<file path="src/rtl/sum_latch_uart_tx.sv">
`default_nettype none
// ============================================================================
// Module      : sum_latch_uart_tx
// Description : Latches two DATA_W-bit operands on active-low save strobes,
//               forms A+B or A-B at frame start and sends the result over an
//               8N1 UART, LSB byte first, as ceil((DATA_W+1)/8) bytes.
// Revision    : 1.0 - initial parametrised release
// ============================================================================
module sum_latch_uart_tx #(
  parameter int DATA_W       = 4,
  parameter int CLKS_PER_BIT = 16
) (
  input  logic              clk,
  input  logic              reset,
  input  logic              save_a_n,
  input  logic              save_b_n,
  input  logic [DATA_W-1:0] data_input,
  input  logic              op_sub,
  input  logic              uart_tx_en,
  output logic              uart_busy,
  output logic              uart_txd
);

  localparam int c_nbytes = (DATA_W + 8) / 8;
  localparam int c_res_w  = c_nbytes * 8;
  localparam int c_cnt_w  = $clog2(CLKS_PER_BIT);
  localparam logic [c_cnt_w-1:0] c_baud_max  = c_cnt_w'(CLKS_PER_BIT - 1);
  localparam logic [1:0]         c_last_byte = 2'(c_nbytes - 1);

  typedef enum logic [1:0] {
    ST_IDLE  = 2'd0,
    ST_START = 2'd1,
    ST_DATA  = 2'd2,
    ST_STOP  = 2'd3
  } state_t;

  logic [1:0]        r_sa_sync, r_sb_sync, r_en_sync;
  logic              r_sa_prev, r_sb_prev, r_en_prev;
  logic [DATA_W-1:0] r_a, r_b;
  state_t            r_state, w_state_next;
  logic [c_cnt_w-1:0] r_baud, w_baud_next;
  logic [2:0]        r_bit, w_bit_next;
  logic [1:0]        r_byte, w_byte_next;
  logic [c_res_w-1:0] r_frame, w_frame_next;
  logic              r_txd, r_busy, w_txd_next, w_busy_next;

  logic              w_a_fall, w_b_fall, w_start, w_baud_wrap;
  logic [DATA_W:0]   w_sum, w_diff, w_res;
  logic [c_res_w-1:0] w_res_ext;

  // Pad synchronisers and edge-detect history; strobes idle high, enable idles low
  always_ff @(posedge clk or posedge reset) begin
    if (reset) begin
      r_sa_sync <= 2'b11;
      r_sb_sync <= 2'b11;
      r_en_sync <= 2'b00;
      r_sa_prev <= 1'b1;
      r_sb_prev <= 1'b1;
      r_en_prev <= 1'b0;
    end else begin
      r_sa_sync <= {r_sa_sync[0], save_a_n};
      r_sb_sync <= {r_sb_sync[0], save_b_n};
      r_en_sync <= {r_en_sync[0], uart_tx_en};
      r_sa_prev <= r_sa_sync[1];
      r_sb_prev <= r_sb_sync[1];
      r_en_prev <= r_en_sync[1];
    end
  end

  assign w_a_fall    = r_sa_prev & ~r_sa_sync[1];
  assign w_b_fall    = r_sb_prev & ~r_sb_sync[1];
  assign w_start     = r_en_sync[1] & ~r_en_prev;
  assign w_baud_wrap = (r_baud == c_baud_max);

  // Operand registers; the frame snapshot below reads the pre-update values
  always_ff @(posedge clk or posedge reset) begin
    if (reset) begin
      r_a <= '0;
      r_b <= '0;
    end else begin
      if (w_a_fall) r_a <= data_input;
      if (w_b_fall) r_b <= data_input;
    end
  end

  assign w_sum  = {1'b0, r_a} + {1'b0, r_b};
  assign w_diff = {1'b0, r_a} - {1'b0, r_b};
  assign w_res  = op_sub ? w_diff : w_sum;

  // Widen the result to whole bytes: sign-extend differences, zero-extend sums
  generate
    if (c_res_w > DATA_W + 1) begin : g_ext
      assign w_res_ext = {{(c_res_w - DATA_W - 1){op_sub & w_res[DATA_W]}}, w_res};
    end else begin : g_no_ext
      assign w_res_ext = w_res;
    end
  endgenerate

  // FSM and datapath state registers
  always_ff @(posedge clk or posedge reset) begin
    if (reset) begin
      r_state <= ST_IDLE;
      r_baud  <= '0;
      r_bit   <= '0;
      r_byte  <= '0;
      r_frame <= '0;
      r_txd   <= 1'b1;
      r_busy  <= 1'b0;
    end else begin
      r_state <= w_state_next;
      r_baud  <= w_baud_next;
      r_bit   <= w_bit_next;
      r_byte  <= w_byte_next;
      r_frame <= w_frame_next;
      r_txd   <= w_txd_next;
      r_busy  <= w_busy_next;
    end
  end

  // Next-state logic; the frame register shifts right once per data bit so
  // the next byte lands at the bottom after each 8 bits
  always_comb begin
    w_state_next = r_state;
    w_baud_next  = r_baud;
    w_bit_next   = r_bit;
    w_byte_next  = r_byte;
    w_frame_next = r_frame;
    case (r_state)
      ST_IDLE: begin
        if (w_start) begin
          w_state_next = ST_START;
          w_baud_next  = '0;
          w_bit_next   = '0;
          w_byte_next  = '0;
          w_frame_next = w_res_ext;
        end
      end
      ST_START: begin
        if (w_baud_wrap) begin
          w_baud_next  = '0;
          w_bit_next   = '0;
          w_state_next = ST_DATA;
        end else begin
          w_baud_next = r_baud + c_cnt_w'(1);
        end
      end
      ST_DATA: begin
        if (w_baud_wrap) begin
          w_baud_next  = '0;
          w_frame_next = r_frame >> 1;
          if (r_bit == 3'd7) begin
            w_state_next = ST_STOP;
          end else begin
            w_bit_next = r_bit + 3'd1;
          end
        end else begin
          w_baud_next = r_baud + c_cnt_w'(1);
        end
      end
      ST_STOP: begin
        if (w_baud_wrap) begin
          w_baud_next = '0;
          if (r_byte == c_last_byte) begin
            w_state_next = ST_IDLE;
          end else begin
            w_byte_next  = r_byte + 2'd1;
            w_state_next = ST_START;
          end
        end else begin
          w_baud_next = r_baud + c_cnt_w'(1);
        end
      end
      default: w_state_next = ST_IDLE;
    endcase

    case (w_state_next)
      ST_START: w_txd_next = 1'b0;
      ST_DATA:  w_txd_next = w_frame_next[0];
      default:  w_txd_next = 1'b1;
    endcase
    w_busy_next = (w_state_next != ST_IDLE);
  end

  assign uart_txd  = r_txd;
  assign uart_busy = r_busy;

endmodule
`default_nettype wire

</file>
<file path="config.mk">
export PLATFORM = sky130hd
export DESIGN_NAME = sum_latch_uart_tx
export DESIGN_NICKNAME = d
export VERILOG_FILES = /design/src/rtl/sum_latch_uart_tx.sv
export SDC_FILE = /design/constraint.sdc
export NUM_CORES = 1
export LEC_CHECK = 0
export ABC_AREA = 1
export BUFFER_PORTS_ARGS = -buffer_cell sky130_fd_sc_hd__buf_4
export CORE_MARGIN = 5
export CORE_UTILIZATION = 50
export DETAILED_ROUTE_END_ITERATION = 6
export PLACE_DENSITY = 0.7
export SYNTH_ARGS = -nofsm -noshare
export SYNTH_HDL_FRONTEND = slang
export SYNTH_SLANG_ARGS = --single-unit
</file>
<file path="constraint.sdc">
create_clock -name clk -period 1.9 [get_ports clk]
set_input_delay 0.19 -clock clk [delete_from_list [all_inputs] [get_ports clk]]
set_output_delay 0.19 -clock clk [all_outputs]
set_load 0.01 [all_outputs]
</file>
After elaboration in Yosys (flattened, before gate mapping). Cells that the tools add are included.

Register bits: 38. Logic and storage cells: 75.

Add/subtract/negate cells: 5. Eq/ne operators: 13. Muxes and demuxes: 24. Bitwise logic cells: 7. Reductions and logical operators: 10.

Operators with widths (number): two-way mux 2 bit (8); two-way mux 8 bit (2); one-hot mux 8 bit (2 select lines) (1); two-way mux 3 bit (4); != test 2 bit, second input constant (6); one-hot mux 3 bit (3 select lines) (1); two-way mux 4 bit (2); one-hot mux 2 bit (4 select lines) (1); one-hot mux 4 bit (2 select lines) (1); == test 2 bit, second input constant (3); nonzero test 2 bit (3); adder 4 x 4 -> 5 bit (1); two-way mux 5 bit (1); AND reduction 5 bit (1); subtractor 4 x 4 -> 5 bit (1); adder 4 x 1 -> 4 bit, second input constant (1); bitwise AND 1 bit (4); == test 2 x 1 -> 1 bit, second input constant (2); == test 4 bit, second input constant (1); logical NOT 2 bit (2); one-hot mux 2 bit (2 select lines) (1); AND reduction 4 bit (1); adder 3 x 1 -> 3 bit, second input constant (1); == test 3 bit, second input constant (1); other kinds (7) (9).

Logic depth before layout (Yosys ltp).
Depth in word-level cells: 6. Gate-level depth with buffers: 12.

Worst setup path before layout. No wires, ideal clock.

Kind: reg-to-reg. From: register r_b[0]. To: register r_frame[5]. Setup time: 122 ps. Arrival: 1704 ps. Data required time: 1778 ps. Path slack: 74 ps. Cell stages (with the launch flop): 13. Buffers on the path: 0. Period minus slack after synthesis: 1826 ps. Cell sequence: dfrtp_1 > inv_1 > ha_1 > inv_1 > o21ai_0 > fa_1 > inv_1 > nand2_1 > nand2_1 > a21o_1 > nand2_1 > nand4_1 > nand2_1.

Word-level cells in the longest chain between the ends: 5.

Ends and longest elaborated chain: start, declared (line 39) `logic [DATA_W-1:0] r_a, r_b;`; start signal, assigned (line 82) `if (w_b_fall) r_b <= data_input;`; adder 4 x 4 -> 5 bit / subtractor 4 x 4 -> 5 bit (equally long branches) (line 86, 87); two-way mux 5 bit (*) (line 88) `assign w_res = op_sub ? w_diff : w_sum;`; bitwise AND 1 bit (*) (line 93) `assign w_res_ext = {{(c_res_w - DATA_W - 1){op_sub & w_res[DATA_W]}}, w_res};`; two-way mux 8 bit (*) (line 130) `if (w_start) begin`; one-hot mux 8 bit (2 select lines) (*) (line 128) `case (r_state)`; end signal, assigned (line 114) `r_frame <= w_frame_next;`; end, declared (line 44) `logic [c_res_w-1:0] r_frame, w_frame_next;`.

Every way passes the cells marked *; elsewhere a longest branch is shown, timed or not. The select of a mux whose other input is x is not followed. A chain may end at the register's enable or synchronous reset.

Worst setup path in the final report.
From: register r_b[0]. To: register r_frame[3].

Word-level cells in the longest chain between the ends: 4.

Ends and longest elaborated chain (line): adder 4 x 4 -> 5 bit / subtractor 4 x 4 -> 5 bit (equally long branches) (86, 87); two-way mux 5 bit (*) (88); two-way mux 8 bit (*) (130); one-hot mux 8 bit (2 select lines) (*) (128).

Marks and branches as above.

==> flow_summary.json <==
{
  "worstSetupEndpointType": "flip-flop",
  "p_sw_share_pct": 33.1,
  "met3_usage_pct": 4.55,
  "numCtsBuffers": 5,
  "ys_top_cells_by_count": "nand2_1, inv_1, dfrtp_1",
  "die_w_um": 71.2,
  "n_antenna_cell": 0,
  "p_leak_uw": 0.00116,
  "antenna_found_initial": 0,
  "p_int_uw": 1790,
  "synth_area_leaders": "dfrtp_1, nand2_1, dfstp_2",
  "p_sw_uw": 886,
  "synth_seq_area_share_pct": 51.3,
  "slew_headroom_pct": 68.5,
  "grt_util_met2_pct": 21.6,
  "yosysMostFrequentCell": "nand2_1",
  "clock_latency_ps": 290,
  "power_density_nw_per_um2": 1190,
  "synth_area_leader_cell": "dfrtp_1",
  "total_power_uw": 2680,
  "seqPwrFrac_pct": 43.9,
  "critPathLaunch": "r_b[0]",
  "synth_top_cell_area_share_pct": 41.4,
  "avgViaCountPerCell": 4.92,
  "syn_area_um2": 1870,
  "crit_fanout": 3,
  "via_count": 1422,
  "row_count": 22,
  "grt_pass1_vias": 1280,
  "combPwrFrac_pct": 29.9,
  "stdcell_count": 289,
  "overflow": 0,
  "hp-class": "primary input to async pin",
  "nets": 260,
  "drive_above_1_share_pct": 24.9,
  "dpl.cell_count": 274,
  "grt.total_usage_pct": 14.3,
  "clockRootBuffer": "clkbuf_8",
  "critPathLaunchType": "flip-flop",
  "gp_congestion": 0.810,
  "drc": 0,
  "layout_setup_ws_ps": 27.0,
  "clock_power_share_pct": 26.2,
  "hold_viol_final": 0,
  "fmaxAchievable_mhz": 534,
  "ant_nets": 0,
  "dpl.hpwl_um": 2320,
  "worstMarginPinSlew_ps": 473,
  "critical_path_class": "flip-flop to flip-flop",
  "tns_ps": 0,
  "firstDrtPassIters": 4,
  "r2r_slack_ps": 30,
  "syn-num-nets": 232,
  "start_util_pct": 51.5,
  "fillers": 313,
  "r2r_end": "r_frame[3]",
  "busiest_layer": "met2",
  "clk_pin_slew_worst_paths_ps": 80,
  "finalCritPeriodShare_pct": 98.6,
  "areaGrowthSynthToFinish_pct": 20.8,
  "rr_worst_depth": 11,
  "rsz0062_at_grt": "true",
  "ios": 12,
  "synth-edff-count": 0,
  "grt_pass1_wl_um": 5590,
  "crit-reg2reg-launch": "r_b[0]",
  "die_area_um2": 5070,
  "cp.required_ps": 2080,
  "drt_wl_total_um": 3380,
  "period_minus_slack_ps": 1870,
  "yosysWarningCount": 0,
  "use_met1_pct": 18.1,
  "async_reset_ff_share_pct": 100,
  "hold_slack_ps": 5.42,
  "peakVddDrop_mv": 0.625,
  "synth_cells": 212,
  "io_buffers": 11,
  "yosys_most_used_dff": "dfrtp_1",
  "coreArea_um2": 3630,
  "finalSetupViolations": 0,
  "tritoncts": "built",
  "die_h_um": 71.2,
  "synthDistinctLibCells": 26,
  "wl_per_cell_um": 11.7,
  "crit_arrival_ps": 2050,
  "clock_path_buffers": 2,
  "status": "complete, no violations",
  "drv_slew": 0,
  "clock_skew_ps": 11.8,
  "drt-initial-drc-count": 70,
  "ys_ff_latch": 38,
  "maxCapViolCount": 0,
  "cts_max_level": 2,
  "syn_area_per_cell_um2": 8.83,
  "grt_max_degree": 39,
  "dpl_worst_slack_ps": -44.7,
  "clock_sinks": 38
}
metrics by stage:
stage | instance area [um^2] | utilization (%)
5_1_grt | 2260 | 62.2
3_5_place_dp | 2040 | 56.1
4_1_cts | 2180 | 60.1
2_1_floorplan | 1870 | -
3_3_place_gp | 2040 | 56.1
6_report | 2260 | 62.2
sequential cells by signal, indices dropped and copies added (netlist names), 3 cells and up:
| name | count |
|---|---|
| r_a | 4 |
| r_b | 4 |
| r_bit | 3 |
| r_frame | 8 |
| r_baud | 4 |
final cells by class:
type | instances | area, um^2 | area share (%)
well taps | 48 | 60.1 | 2.66
repair buffers | 21 | 165 | 7.30
clock buffers | 7 | 86.3 | 3.82
clock inverters | 1 | 30.0 | 1.33
multi-input cells | 130 | 790 | 34.9
flip-flops and latches | 38 | 960 | 42.4
inverters | 44 | 170 | 7.53
layer usage:
| layer | share of wire (%) | up-vias | wire length, um |
|---|---|---|---|
| met5 | 0 | - | 0 |
| met4 | 2.8 | 0 | 94 |
| met3 | 3.7 | 11 | 126 |
| met2 | 49 | 26 | 1660 |
| met1 | 44 | 661 | 1500 |
| li1 | - | 724 | - |
logic make-up after synthesis:
family          count (synthesis)  synth area share (%)
fa+ha+maj                      10                  7.09
buf+inv                        44                  9.09
xor+xnor                        3                  1.40
flops                          38                  51.3
compound gates                 33                  9.69
simple gates                   84                  21.5
power groups by stage:
stage               combinational [uW]  sequential [uW]  clock (uW)
floorplan                          549             1170           0
global placement                   709             1180           0
CTS                                750             1170         719
finish                             801             1180         703
global route                       925             1210         756
detailed placement                 733             1190           0
layout by cell type (no fill, tap or decap), types with 2 or more instances in the layout:
| master | Yosys | final |
|---|---|---|
| a21oi_1 | 3 | 3 |
| buf_4 | 0 | 18 |
| clkbuf_8 | 0 | 6 |
| dfrtp_1 | 31 | 31 |
| dfstp_2 | 7 | 7 |
| dlygate4sd3_1 | 0 | 3 |
| ha_1 | 9 | 7 |
| inv_1 | 38 | 35 |
| inv_2 | 4 | 7 |
| inv_4 | 2 | 2 |
| nand2_1 | 51 | 49 |
| nand2_2 | 4 | 6 |
| nand3_1 | 17 | 17 |
| nor2_1 | 6 | 4 |
| nor2_4 | 2 | 3 |
| o21ai_0 | 21 | 19 |
| o21ai_1 | 3 | 4 |
| o221ai_1 | 2 | 2 |
| xor2_1 | 2 | 2 |
what timing repair did:
| action | in CTS | in global routing |
|---|---|---|
| setup endpoints to repair | 4 | 5 |
| resized for setup | 1 | 16 |
| hold buffers | 3 | 0 |
| hold endpoints to repair | 3 | 0 |
| setup buffers | 0 | 4 |
| pin swaps | 0 | 9 |
how the worst max path moves through the flow:
stage	slack, ps	to
finish	30	r_frame[3]
global route	-100	r_frame[6]
CTS	3	r_frame[5]
detailed placement	-40	r_frame[5]
global placement	20	r_frame[5]
floorplan	70	r_frame[5]
worst max-delay path: stages, from the launching register on:
cell and delay, ps:
dfrtp_1 390, inv_2 90, ha_4 150, nor2_4 30
nor2_2 80, a22oi_2 60, ha_1 350, buf_4 160
a21oi_1 130, o21ai_1 90, o21ai_0 160, nand2_1 60
Note: power is estimated with default switching activity, not from simulation.
